### src/rtl/fft_bitrev_reorder_if.sv
// Streaming bus for the bit-reversal reorder buffer.
// Bit-reversed samples go in, natural-order samples come out.
interface fft_bitrev_reorder_if #(
  parameter int DATA_WIDTH = 16
);
  logic                  in_val;
  logic [DATA_WIDTH-1:0] in_re;
  logic [DATA_WIDTH-1:0] in_im;
  logic                  out_ready;
  logic                  out_val;
  logic [DATA_WIDTH-1:0] out_re;
  logic [DATA_WIDTH-1:0] out_im;
  logic                  out_last;
  logic                  overflow;

  // Producer/consumer side (testbench or surrounding pipeline)
  modport master (
    output in_val, in_re, in_im, out_ready,
    input  out_val, out_re, out_im, out_last, overflow
  );

  // Reorder buffer side
  modport slave (
    input  in_val, in_re, in_im, out_ready,
    output out_val, out_re, out_im, out_last, overflow
  );
endinterface

### src/rtl/fft_bitrev_reorder.sv
// Ping-pong reorder buffer converting a bit-reversed FFT output stream
// into natural frame order. Two banks of N_POINTS complex entries are
// written at bitrev(wcnt) and drained at ascending addresses through a
// single registered output stage with a valid/ready handshake.
module fft_bitrev_reorder #(
  parameter int DATA_WIDTH = 16,
  parameter int N_POINTS   = 16
) (
  input logic                 clk,
  input logic                 rst,
  fft_bitrev_reorder_if.slave bus
);
  localparam int AW = $clog2(N_POINTS);
  localparam logic [AW-1:0] LAST_IDX   = AW'(N_POINTS - 1);
  localparam logic [AW-1:0] PENULT_IDX = AW'(N_POINTS - 2);
  localparam logic [AW-1:0] ONE        = AW'(1);

  typedef enum logic [1:0] {BANK_FREE, BANK_FILLING, BANK_FULL} bank_state_t;
  typedef enum logic {RD_IDLE, RD_DRAIN} rd_state_t;

  bank_state_t r_bankState [2];
  logic        r_wrBank;
  logic        r_rdBank;
  logic [AW-1:0] r_wcnt;
  logic [AW-1:0] r_rcnt;
  logic        r_dropping;
  logic        r_overflow;
  rd_state_t   r_rdState;
  logic        r_outVal;
  logic        r_outLast;
  logic [DATA_WIDTH-1:0] r_outRe;
  logic [DATA_WIDTH-1:0] r_outIm;
  logic [2*DATA_WIDTH-1:0] r_mem [2*N_POINTS];

  logic [AW-1:0] w_wrAddr;
  logic          w_transfer;
  logic          w_lastXfer;
  logic          w_nextFull;
  logic          w_rdReleased;
  logic          w_startOk;
  logic          w_accept;
  logic          w_frameStart;
  logic          w_frameDone;
  logic          w_load;
  logic          w_loadBank;
  logic [AW-1:0] w_loadAddr;
  logic [2*DATA_WIDTH-1:0] w_rdData;

  // Write address is the bit-reversed write counter
  always_comb begin
    w_wrAddr = '0;
    for (int i = 0; i < AW; i++) begin
      w_wrAddr[i] = r_wcnt[AW-1-i];
    end
  end

  assign w_transfer = r_outVal && bus.out_ready;
  assign w_lastXfer = w_transfer && (r_rcnt == LAST_IDX);
  assign w_nextFull = (r_bankState[~r_rdBank] == BANK_FULL);

  // The bank being drained may be refilled once its final entry has been
  // fetched into the output register (or is being fetched this cycle):
  // every RAM slot has been read, so a new frame cannot clobber pending data.
  // Without this, a gapless input stream would hit a still-FULL bank one
  // cycle before its last sample leaves the output register.
  assign w_rdReleased = (r_rdState == RD_DRAIN) && (r_rdBank == r_wrBank) &&
                        (r_bankState[r_wrBank] == BANK_FULL) &&
                        ((r_outVal && r_outLast) ||
                         (w_transfer && (r_rcnt == PENULT_IDX)));

  assign w_startOk    = (r_bankState[r_wrBank] == BANK_FREE) || w_rdReleased;
  assign w_frameStart = bus.in_val && (r_wcnt == '0);
  assign w_accept     = bus.in_val && ((r_wcnt == '0) ? w_startOk : !r_dropping);
  assign w_frameDone  = w_accept && (r_wcnt == LAST_IDX);

  // Select which RAM entry, if any, is loaded into the output register
  always_comb begin
    w_load     = 1'b0;
    w_loadBank = r_rdBank;
    w_loadAddr = r_rcnt;
    if (r_rdState == RD_DRAIN) begin
      if (!r_outVal) begin
        w_load = 1'b1;
      end else if (w_transfer) begin
        if (r_rcnt != LAST_IDX) begin
          w_load     = 1'b1;
          w_loadAddr = r_rcnt + ONE;
        end else if (w_nextFull) begin
          w_load     = 1'b1;
          w_loadBank = ~r_rdBank;
          w_loadAddr = '0;
        end
      end
    end
  end

  assign w_rdData = r_mem[{w_loadBank, w_loadAddr}];

  // Sample storage; contents are not cleared by reset
  always_ff @(posedge clk) begin
    if (w_accept) begin
      r_mem[{r_wrBank, w_wrAddr}] <= {bus.in_re, bus.in_im};
    end
  end

  // Write counter, frame-drop tracking and sticky overflow
  always_ff @(posedge clk or negedge rst) begin
    if (!rst) begin
      r_wcnt     <= '0;
      r_dropping <= 1'b0;
      r_overflow <= 1'b0;
    end else if (bus.in_val) begin
      r_wcnt <= r_wcnt + ONE;
      if (r_wcnt == '0) begin
        r_dropping <= !w_startOk;
        if (!w_startOk) begin
          r_overflow <= 1'b1;
        end
      end
    end
  end

  // Bank ownership; a write completion and a drain completion may coincide
  always_ff @(posedge clk or negedge rst) begin
    if (!rst) begin
      r_bankState[0] <= BANK_FREE;
      r_bankState[1] <= BANK_FREE;
      r_wrBank       <= 1'b0;
    end else begin
      if (w_lastXfer && (r_bankState[r_rdBank] == BANK_FULL)) begin
        r_bankState[r_rdBank] <= BANK_FREE;
      end
      if (w_frameStart && w_startOk) begin
        r_bankState[r_wrBank] <= BANK_FILLING;
      end
      if (w_frameDone) begin
        r_bankState[r_wrBank] <= BANK_FULL;
        r_wrBank              <= ~r_wrBank;
      end
    end
  end

  // Read FSM with registered output stage held stable while stalled
  always_ff @(posedge clk or negedge rst) begin
    if (!rst) begin
      r_rdState <= RD_IDLE;
      r_rcnt    <= '0;
      r_rdBank  <= 1'b0;
      r_outVal  <= 1'b0;
      r_outLast <= 1'b0;
      r_outRe   <= '0;
      r_outIm   <= '0;
    end else begin
      case (r_rdState)
        RD_IDLE: begin
          if (r_bankState[r_rdBank] == BANK_FULL) begin
            r_rdState <= RD_DRAIN;
          end
        end
        RD_DRAIN: begin
          if (w_lastXfer) begin
            r_rcnt   <= '0;
            r_rdBank <= ~r_rdBank;
            if (!w_nextFull) begin
              r_rdState <= RD_IDLE;
              r_outVal  <= 1'b0;
              r_outLast <= 1'b0;
            end
          end else if (w_transfer) begin
            r_rcnt <= r_rcnt + ONE;
          end
          if (w_load) begin
            r_outVal  <= 1'b1;
            r_outRe   <= w_rdData[2*DATA_WIDTH-1:DATA_WIDTH];
            r_outIm   <= w_rdData[DATA_WIDTH-1:0];
            r_outLast <= (w_loadAddr == LAST_IDX);
          end
        end
        default: r_rdState <= RD_IDLE;
      endcase
    end
  end

  assign bus.out_val  = r_outVal;
  assign bus.out_re   = r_outRe;
  assign bus.out_im   = r_outIm;
  assign bus.out_last = r_outLast;
  assign bus.overflow = r_overflow;
endmodule
### src/flat_wrapper.sv
// flat-port wrapper written by rule: the top's interface ports become plain ports
module fft_bitrev_reorder_flat 
#(
  parameter int DATA_WIDTH = 16,
  parameter int N_POINTS   = 16
)
  (clk, rst, bus_in_val, bus_in_re, bus_in_im, bus_out_ready, bus_out_val, bus_out_re, bus_out_im, bus_out_last, bus_overflow);
  fft_bitrev_reorder_if #(.DATA_WIDTH(DATA_WIDTH)) bus_i ();
  input logic clk;
  input logic rst;
  input wire logic [$bits(bus_i.in_val)-1:0] bus_in_val;
  input wire logic [$bits(bus_i.in_re)-1:0] bus_in_re;
  input wire logic [$bits(bus_i.in_im)-1:0] bus_in_im;
  input wire logic [$bits(bus_i.out_ready)-1:0] bus_out_ready;
  output wire logic [$bits(bus_i.out_val)-1:0] bus_out_val;
  output wire logic [$bits(bus_i.out_re)-1:0] bus_out_re;
  output wire logic [$bits(bus_i.out_im)-1:0] bus_out_im;
  output wire logic [$bits(bus_i.out_last)-1:0] bus_out_last;
  output wire logic [$bits(bus_i.overflow)-1:0] bus_overflow;
  assign bus_i.in_val = bus_in_val;
  assign bus_i.in_re = bus_in_re;
  assign bus_i.in_im = bus_in_im;
  assign bus_i.out_ready = bus_out_ready;
  assign bus_out_val = bus_i.out_val;
  assign bus_out_re = bus_i.out_re;
  assign bus_out_im = bus_i.out_im;
  assign bus_out_last = bus_i.out_last;
  assign bus_overflow = bus_i.overflow;
  fft_bitrev_reorder #(.DATA_WIDTH(DATA_WIDTH), .N_POINTS(N_POINTS)) u_core (.clk(clk), .rst(rst), .bus(bus_i));
endmodule
### config.mk
export PLATFORM = sky130hd
export DESIGN_NAME = fft_bitrev_reorder_flat
export DESIGN_NICKNAME = d
export VERILOG_FILES = /design/src/rtl/fft_bitrev_reorder_if.sv /design/src/rtl/fft_bitrev_reorder.sv /design/src/flat_wrapper.sv
export SDC_FILE = /design/constraint.sdc
export NUM_CORES = 1
export LEC_CHECK = 0
export BUFFER_PORTS_ARGS = -buffer_cell sky130_fd_sc_hd__buf_2
export CAP_MARGIN = 20
export CORE_MARGIN = 8
export CORE_UTILIZATION = 30
export DETAILED_ROUTE_END_ITERATION = 8
export GPL_TIMING_DRIVEN = 0
export PLACE_DENSITY = 0.44
export SYNTH_ARGS = -nofsm -noshare
export SYNTH_HDL_FRONTEND = slang
export SYNTH_SLANG_ARGS = --single-unit
export TNS_END_PERCENT = 1
### constraint.sdc
create_clock -name clk -period 7.98 [get_ports clk]
set_input_delay 1.596 -clock clk [delete_from_list [all_inputs] [get_ports clk]]
set_output_delay 1.596 -clock clk [all_outputs]
set_load 0.01 [all_outputs]
==> results.md <==
- Most common cell after layout, fill and taps aside: edfxtp_1
- Critical path endpoint category: flop
- CTS tree: done
- CORE AREA: 161000 sq um
- Overflow left after global routing: 0
- Layout Nets: 3896
- Finished Cell Area: 56600 sq um
- Max-slew violations: 0
- Die Y: 419 um
- Share of the core filled with cells: 35.2%
- Hold Vio Cnt, Final: 0
- Sequential area share after synthesis: 65.9%
- I/O pins: 71
- Initial DRT Pass Iterations: 6
- Finish-stage setup viols: 0
- Row cnt: 147
- Hold Path Class: reg -> reg
- Wire per inst: 30.4 um
- CTS sink count: 1075
- FF-to-FF Start: u_core.r_rcnt[0]$_DFFE_PN0P_
- Worst hold stages: 2
- Root Buffer Master: clkbuf_16
- Synth Cell Area: 48600 sq um
- Reg2Reg Setup Slack: 670 ps
- Total GRT Usage: 20.4%
- Layout cells sized above 1: 13.9%
- Worst slew margin: 19.6%
- DRC: 0
- Initial Utilization: 30.2%
- Hold_sp: u_core.r_dropping$_DFFE_PN0P_
- EDFF count, synth: 1024
- # placed instances: 5893
- Post-CTS Setup Inserts: 0
- Worst Hold Endpoint: u_core.r_dropping$_DFFE_PN0P_
- Via density per instance: 5.73
- Fillers: 15.7k
- Origin of the worst setup path: u_core.r_rcnt[0]$_DFFE_PN0P_
- Cells after synthesis: 3628
- Post-CTS sizing: 0
- Post-synth cell types: 66
- Pre-CTS setup slack: 895 ps
- First-pass GRT wire length: 260 mm
- WL final: 186 mm
- Min Clock Period, post-route: 7310 ps
- Clock transition at path regs: 60 ps
- Total number of vias: 35.1k
- Tcrit/Tclk final: 91.6%
- Crit path DAT: 8010 ps
- Status: finished, final reports clean
- Max Cap Viol: 0
- Initial DRC Count: 4348
- Worst reg2reg path endpoint: u_core.bus.out_im[2]$_DFFE_PN0P_
- Clock Path Buffers: 3
- HPWL after DPL: 127 mm
- Antenna violations before repair: 31
- Layout area overhead: 16.5%
- Setup ws final: 667 ps
- Seq cells post-synth: 1075
- CP startpoint kind: flop
- Unrepaired setup endpoints after global routing: false
- Critical Path RT: 8680 ps
- Final GP Congestion: 0.853
- Clock Skew: 77.6 ps
- CP Class: reg -> reg
- Hold buffers post-CTS: 0
- Synthesized area per cell: 13.4 sq um
- Area after DPL: 52600 sq um
- Power per cell area: 368 nW/um^2
- Synth warn: 0
- H-tree depth: 3
- Port bufs: 68
- Die area: 175000 sq um
- Mapped Nets: 3668
- F_max: 137 MHz
- Worst-Margin Slew: 1210 ps
- Maximum vdd drop: 0.000221 V
- Largest net degree at the start of global routing: 52
- Most used DFF post-synth: edfxtp_1
- Clock Latency Late Sink: 760 ps
- Finished Layout Cells: 6130
- Die X: 419 um
- Commonest cells after routing, fill and taps aside: edfxtp_1 (1024), o21ai_0 (300), nor2_1 (281), clkbuf_1 (273), a31oi_1 (163)
- ANT nets after route: 0
- Largest fanout on the critical path: 10
- Static leakage: 0.0176 uW
- Vias in the first global route: 33.7k
- Worst reg-to-reg path cell count: 14
- Number of CTS-inserted buffers: 118
- Synth async-reset ratio: 4.74%
## final cells by class
| cell class | instances | area, sq um | share of cell area, % |
|---|---|---|---|
| timing repair buffer | 108 | 1130 | 1.99 |
| inverter | 40 | 150 | 0.265 |
| clock inverter | 51 | 561 | 0.990 |
| antenna | 9 | 22.5 | 0.0398 |
| buffer | 341 | 1430 | 2.53 |
| sequential | 1075 | 32000 | 56.5 |
| tap | 2160 | 2700 | 4.77 |
| clock buffer | 174 | 3360 | 5.94 |
| multi-input combinational | 2172 | 15200 | 26.9 |
## logic make-up (layout without fill, tap and decap cells)
logic type,Yosys count,count (layout),synth area share (%)
AO/OA/AOI/OAI,1138,1138,16.6
flip-flops,1075,1075,65.9
AND/OR/NAND/NOR,809,809,7.93
buffers and inverters,381,714,3.26
multiplexers,215,215,6.10
XOR/XNOR,6,6,0.108
adder cells (fa/ha/maj),4,4,0.103
other,0,9,0
## synthesized netlist by cell type (all sizes together) (99+ instances only)
cell	instances	area, sq um
edfxtp	1024	30700
nor2	314	1180
o21ai	301	1510
clkbuf	236	886
a31oi	163	1020
nor3	138	696
o221ai	129	1130
mux2i	123	1230
nand2	123	467
buf	105	547
nor2b	100	626
o22ai	99	619
## worst max-delay path: stages, from the launching register on
cell,delay [ps]
dfrtp_1,490
inv_2,320
clkbuf_1,700
clkbuf_1,420
buf_8,230
clkbuf_1,630
clkbuf_1,510
ha_1,330
a31oi_1,160
mux2i_1,190
a211oi_2,890
nand2b_1,630
clkbuf_1,450
o22ai_1,1010
or4_1,240
## routing by layer
layer	global-route usage [%]	part of all wire (%)
met5	0	0.020
met4	6.66	3.4
met3	3.78	7.0
met2	32.6	46
met1	28.2	43
## state kept, by name, summed over array words and instances, names as in the netlist, 4 cells and up
name                cells
u_core.r_mem         1024
u_core.bus.out_im      16
u_core.bus.out_re      16
u_core.r_bankState      4
u_core.r_rcnt           4
u_core.r_wcnt           4
## how the worst max path moves through the flow
stage / depth (start not counted) / to / slack [ps]
after floorplan: 12 / u_core.r_mem[20][0]$_DFFE_PP_ / 3560
after global placement: 12 / u_core.r_mem[20][26]$_DFFE_PP_ / -640
after detailed placement: 14 / u_core.bus.out_im[2]$_DFFE_PN0P_ / 890
after CTS: 14 / u_core.bus.out_im[2]$_DFFE_PN0P_ / 910
after global routing: 14 / u_core.bus.out_im[5]$_DFFE_PN0P_ / 590
final: 14 / u_core.bus.out_im[2]$_DFFE_PN0P_ / 670
## where the power goes
part	switching (uW)	internal, uW
logic	5880	2740
registers	217	6460
clock network	2350	3180
total	8450	12400
## metrics by stage
stage               hold slack [ps]  power (uW)  setup TNS, ps
finish                          551       20800              0
global route                    590       21700              0
CTS                             548       20900              0
detailed placement              527       15300              0
global placement                530       15200         -58400
floorplan                       487       11700              0
No activity file was read; power rests on OpenSTA's default activity.
